$ cat src/rtl/ex_mem_stage.sv
// EX stage datapath (operand forwarding, ALU, branch resolution) feeding the EX/MEM
// pipeline register. All outputs are registered; flush beats stall beats load.
module ex_mem_stage (
    input  logic        clk,
    input  logic        reset,
    input  logic [63:0] Inst_Addr,
    input  logic [63:0] ReadData1,
    input  logic [63:0] ReadData2,
    input  logic [63:0] ImmediateData,
    input  logic [4:0]  rd,
    input  logic [3:0]  Funct,
    input  logic [1:0]  WB,
    input  logic [2:0]  M,
    input  logic [1:0]  ALUOp,
    input  logic        ALUSrc,
    input  logic        valid_in,
    input  logic [1:0]  ForwardA,
    input  logic [1:0]  ForwardB,
    input  logic [63:0] WbFwdData,
    input  logic        stall,
    input  logic        flush,
    output logic [1:0]  WB_Out,
    output logic [2:0]  M_Out,
    output logic [4:0]  rd_Out,
    output logic        valid_out,
    output logic [63:0] ALU_Result_Out,
    output logic [63:0] WriteData_Out,
    output logic        Zero_Out,
    output logic [63:0] Branch_Target_Out,
    output logic        BranchTaken_Out
);

    typedef enum logic [2:0] {
        AluAdd, AluSub, AluAnd, AluOr, AluXor, AluSll, AluSrl, AluSra
    } alu_op_e;

    logic [63:0] op_a;
    logic [63:0] fwd_b;
    logic [63:0] alu_b;
    logic [5:0]  shamt;
    alu_op_e     alu_op;
    logic [63:0] alu_result;
    logic        alu_zero;
    logic [63:0] branch_target;
    logic        branch_taken;

    // 10 takes the registered EX/MEM result even if it is a bubble; hazard unit owns that.
    always_comb begin
        op_a = ReadData1;
        unique case (ForwardA)
            2'b10:   op_a = ALU_Result_Out;
            2'b01:   op_a = WbFwdData;
            default: op_a = ReadData1;
        endcase
        fwd_b = ReadData2;
        unique case (ForwardB)
            2'b10:   fwd_b = ALU_Result_Out;
            2'b01:   fwd_b = WbFwdData;
            default: fwd_b = ReadData2;
        endcase
    end

    assign alu_b = ALUSrc ? ImmediateData : fwd_b;
    assign shamt = alu_b[5:0];

    always_comb begin
        alu_op = AluAdd;
        unique case (ALUOp)
            2'b01: alu_op = AluSub;
            2'b10: begin
                unique case (Funct)
                    4'b0000: alu_op = AluAdd;
                    4'b1000: alu_op = AluSub;
                    4'b0111: alu_op = AluAnd;
                    4'b0110: alu_op = AluOr;
                    4'b0100: alu_op = AluXor;
                    4'b0001: alu_op = AluSll;
                    4'b0101: alu_op = AluSrl;
                    4'b1101: alu_op = AluSra;
                    default: alu_op = AluAdd;
                endcase
            end
            default: alu_op = AluAdd;
        endcase
    end

    always_comb begin
        alu_result = 64'd0;
        unique case (alu_op)
            AluAdd:  alu_result = op_a + alu_b;
            AluSub:  alu_result = op_a - alu_b;
            AluAnd:  alu_result = op_a & alu_b;
            AluOr:   alu_result = op_a | alu_b;
            AluXor:  alu_result = op_a ^ alu_b;
            AluSll:  alu_result = op_a << shamt;
            AluSrl:  alu_result = op_a >> shamt;
            AluSra:  alu_result = $unsigned($signed(op_a) >>> shamt);
            default: alu_result = op_a + alu_b;
        endcase
    end

    assign alu_zero      = (alu_result == 64'd0);
    assign branch_target = Inst_Addr + (ImmediateData << 1);
    assign branch_taken  = valid_in & M[2] &
                           (((Funct[2:0] == 3'b000) & alu_zero) |
                            ((Funct[2:0] == 3'b001) & ~alu_zero));

    always_ff @(posedge clk or posedge reset) begin
        if (reset) begin
            WB_Out            <= 2'd0;
            M_Out             <= 3'd0;
            rd_Out            <= 5'd0;
            valid_out         <= 1'b0;
            ALU_Result_Out    <= 64'd0;
            WriteData_Out     <= 64'd0;
            Zero_Out          <= 1'b0;
            Branch_Target_Out <= 64'd0;
            BranchTaken_Out   <= 1'b0;
        end else if (flush) begin
            WB_Out            <= 2'd0;
            M_Out             <= 3'd0;
            rd_Out            <= 5'd0;
            valid_out         <= 1'b0;
            ALU_Result_Out    <= 64'd0;
            WriteData_Out     <= 64'd0;
            Zero_Out          <= 1'b0;
            Branch_Target_Out <= 64'd0;
            BranchTaken_Out   <= 1'b0;
        end else if (!stall) begin
            WB_Out            <= valid_in ? WB : 2'd0;
            M_Out             <= valid_in ? M : 3'd0;
            rd_Out            <= rd;
            valid_out         <= valid_in;
            ALU_Result_Out    <= alu_result;
            WriteData_Out     <= fwd_b;
            Zero_Out          <= alu_zero;
            Branch_Target_Out <= branch_target;
            BranchTaken_Out   <= branch_taken;
        end
    end

endmodule

$ cat config.mk
export PLATFORM = sky130hd
export DESIGN_NAME = ex_mem_stage
export DESIGN_NICKNAME = d
export VERILOG_FILES = /design/src/rtl/ex_mem_stage.sv
export SDC_FILE = /design/constraint.sdc
export NUM_CORES = 2
export LEC_CHECK = 0
export BUFFER_PORTS_ARGS = -buffer_cell sky130_fd_sc_hd__buf_2
export CAP_MARGIN = 20
export CELL_PAD_IN_SITES_DETAIL_PLACEMENT = 0
export CELL_PAD_IN_SITES_GLOBAL_PLACEMENT = 1
export CORE_MARGIN = 2
export CORE_UTILIZATION = 42
export DETAILED_ROUTE_END_ITERATION = 8
export PLACE_DENSITY_LB_ADDON = 0.1
export SYNTH_ARGS = -nofsm -noshare
export SYNTH_HDL_FRONTEND = slang
export SYNTH_SLANG_ARGS = --single-unit
export TNS_END_PERCENT = 50
$ cat constraint.sdc
create_clock -name clk -period 8.5 [get_ports clk]
set_clock_uncertainty 0.15 [all_clocks]
set_input_delay 0.425 -clock clk [delete_from_list [all_inputs] [get_ports clk]]
set_output_delay 0.425 -clock clk [all_outputs]
set_load 0.03 [all_outputs]
==> impl_metrics.py <==
metrics = {
    "timing": {
        "timing.slew.headroom": 0.0859,
        "timing.fmax_mhz": 123,
        "post-route-worst-setup-slack_ns": 0.384,
        "final_max_slew_viol_count": 0,
        "tightestPinTransition_ns": 1.37,
        "finalCritPeriodShare": 0.955,
        "setup_viol_count_final": 0,
        "grt_setup_unrepaired": "no",
        "hold_violations": 0,
        "final.min_clock_period_ns": 8.12,
    },
    "synth": {
        "net_count_after_synthesis": 5274,
        "synth_edf_count": 0,
        "synth_simple_gate_area_frac": 0.206,
        "syn-mean-instance-area_um2": 6.97,
        "postSynth.topFlopCell": "dfrtp_1",
        "yosys-mux-area-fraction": 0.0712,
        "synth_top_family_by_area": "compound AO/OA/AOI/OAI gates",
        "synth_unique_cells": 93,
        "post_synthesis_adder_cell_area_fraction": 0.108,
        "synthesized_area_fraction_occupied_by_xor_and_xnor_cells": 0.0435,
        "ys.warnings.count": 0,
        "yosysSeqAreaShare": 0.158,
        "synth_compound_gate_area_share": 0.349,
        "synthCells": 4651,
        "fraction_of_registers_with_async_set_or_reset_after_synthesis": 1.00,
        "synth.cell_area_um2": 32400,
        "ys_seq_elements": 205,
    },
    "global_route": {
        "groute.layer.met3.usage": 0.235,
        "grt_first_pass_wirelength_um": 301000,
        "first_global_vias": 40000,
        "grt_util_met1": 0.657,
        "grt_antenna_before_repair": 38,
        "global_route.overflow_total": 0,
        "gr-max-usage-layer": "met2",
        "grt_usage": 0.528,
        "grtUsageMet2": 0.734,
        "largest_net_degree_at_the_start_of_global_routing": 124,
    },
    "run": {
        "drv.max_cap_violation_count": 0,
    },
    "critical_path": {
        "crit_path_end_kind": "flop",
        "max_stage_delay_ns": 0.59,
        "ff2ff_setup_slack_ns": 0.41,
        "worstPathMaxFanout": 18,
        "endpoint": "BranchTaken_Out",
        "cp-start-kind": "input port",
        "critical_path_arrival_ns": 8.40,
        "r2r_cells": 30,
        "crit_start": "ForwardB[0]",
        "criticalPathCategory": "in2reg",
        "critical_path_required_ns": 8.79,
        "critical_path.slowest_cell": "or4_1",
        "rr_startpoint": "ALU_Result_Out[0]",
        "worstReg2RegEnd": "BranchTaken_Out",
    },
    "place": {
        "detailed_place_hpwl_um": 170000,
        "dp_slack_ns": -0.0993,
        "buffer_ports.inserted": 550,
        "gp_congestion": 1.14,
        "place_inst": 6180,
        "detailed_place.area_um2": 37500,
    },
    "floorplan": {
        "initial_utilization": 0.425,
        "fp.coreArea_um2": 76200,
        "ioPinCount": 551,
        "die_width_um": 282,
        "site_rows": 101,
        "dieArea_um2": 79400,
        "fp.dieH_um": 282,
    },
    "finish": {
        "layout_common_cells": "590 x nor2_1, 547 x buf_2, 498 x nand2_1",
        "layout-drive-gt1-share": 0.191,
        "final_cell_area_um2": 38700,
        "layout_commonest_cell": "nor2_1",
        "final_cell_count_no_fill": 6267,
        "layout-area-overhead-vs-synth_pct": 19.3,
        "finalNetCount": 5819,
    },
    "pwr": {
        "power_share_of_the_combinational_group": 0.694,
        "pwr-share-clk": 0.146,
        "powerDensity_nw_per_um2": 203,
        "netSwitchingPower_w": 0.00435,
        "power.static_leakage_nw": 18.1,
        "total_internal_power_w": 0.00350,
        "power.total_w": 0.00784,
        "peakVddDrop_uv": 156,
        "power.switching_fraction": 0.554,
        "seqPwrFrac": 0.160,
    },
    "clock_network": {
        "cts.reportedPaths.clkPinSlew_ns": 0.06,
        "cts_buffer_depth": 3,
        "cts_num_sinks": 205,
        "tritoncts": "done",
        "ctsHtreeMaxLevel": 1,
        "root_buffer": "clkbuf_16",
        "worstSkewPairLatency_ns": 0.57,
        "cts_made_buffers": 24,
    },
    "routing": {
        "wl_per_cell_um": 34.6,
        "final_routed_wirelength_across_all_metal_layers_um": 217000,
        "drt_pass1_iterations": 9,
        "initial_drt_markers": 7545,
        "drc": 12,
        "post_detailed_route_count_of_antenna_violating_nets": 0,
        "vias_per_cell": 6.99,
        "total_via_count_in_the_routed_design": 43800,
    },
    "status": {
        "violated_checks": "design-rule violations",
        "outcome": "complete, but fails checks",
    },
    "hold_path": {
        "min_from": "M[1]",
        "type_of_the_worst_min_delay_path": "in2reg",
    },
}
[repair_timing]
action                                  in CTS  in global routing
buffers inserted                             0                  2
resized for setup                            0                  7
hold endpoints to repair                   105                  0
hold buffers                                 9                  0
endpoints found under the setup margin       0                  2
[area by class of cell]
type                       instances  area (um2)
fill                            7865       37500
multi-input combinational       3918       25300
timing repair buffer             867        5330
sequential                       205        5130
tap                             1030        1290
clock buffer                      33         706
inverter                         180         689
clock inverter                     7         120
antenna                           27        67.6
[registers in the layout (all words and copies together), names as in the netlist]
name	flops
Zero_Out	1
Branch_Target_Out	64
ALU_Result_Out	64
BranchTaken_Out	1
M_Out	3
valid_out	1
WB_Out	2
rd_Out	5
WriteData_Out	64
[worst min-delay path by stage]
stage / to / slack (ns) / cells past startpoint
final: M_Out[1] / 0.08 / 4
after global routing: M_Out[0] / 0.12 / 4
after CTS: M_Out[1] / 0.06 / 4
after detailed placement: Branch_Target_Out[61] / 0.34 / 1
after global placement: Branch_Target_Out[59] / 0.34 / 1
after floorplan: Branch_Target_Out[0] / 0.43 / 2
[cell families after synthesis]
logic type / after synthesis
AO/OA/AOI/OAI: 1731
XOR/XNOR: 161
adder cells (fa/ha/maj): 278
buffers and inverters: 528
flip-flops: 205
multiplexers: 228
AND/OR/NAND/NOR: 1520
[per-layer routing]
metal	wire length (um)	up-vias	part of all wire
li1	-	18300	-
met4	18100	30	0.083
met5	207	-	0.00095
met2	85000	3826	0.39
met1	79800	20700	0.37
met3	34000	975	0.16
[cells in the mapped netlist (78+ instances only)]
library cell	number	area [um2]
o21ai_0	381	1910
mux2i_1	207	2070
nor3_1	93	465
xnor2_1	130	1140
clkbuf_1	257	965
a21o_1	78	586
a22oi_1	83	623
nor2_1	592	2220
a21oi_1	408	2040
o22ai_1	139	870
ha_1	275	3440
dfrtp_1	205	5130
nand2_1	503	1890
inv_1	172	646
[worst max-delay path, delay by kind of cell]
| kind | cells | cell delay, ns |
|---|---|---|
| buffers and inverters | 4 | 0.55 |
| AND/OR/NAND/NOR | 16 | 3.68 |
| AO/OA/AOI/OAI | 11 | 2.93 |
| adder cells (fa/ha/maj) | 2 | 0.60 |
| XOR/XNOR | 1 | 0.19 |
[power groups by stage]
stage | Sequential (W) | Clock, W | Combinational [W]
final | 0.00125 | 0.00115 | 0.00544
after global routing | 0.00125 | 0.00118 | 0.00559
after CTS | 0.00124 | 0.00115 | 0.00506
after detailed placement | 0.00125 | 0 | 0.00503
after global placement | 0.00126 | 0 | 0.00504
after floorplan | 0.00143 | 0 | 0.00272
[per-stage QoR]
stage                     hold WS [ns]  setup TNS [ns]   util
after CTS                       0.0606               0  0.505
after global routing             0.121               0  0.507
after global placement           0.338               0  0.493
after detailed placement         0.337          -0.148  0.493
final                           0.0778               0  0.507
after floorplan                  0.428               0      -
No activity file was read; power rests on OpenSTA's default activity.
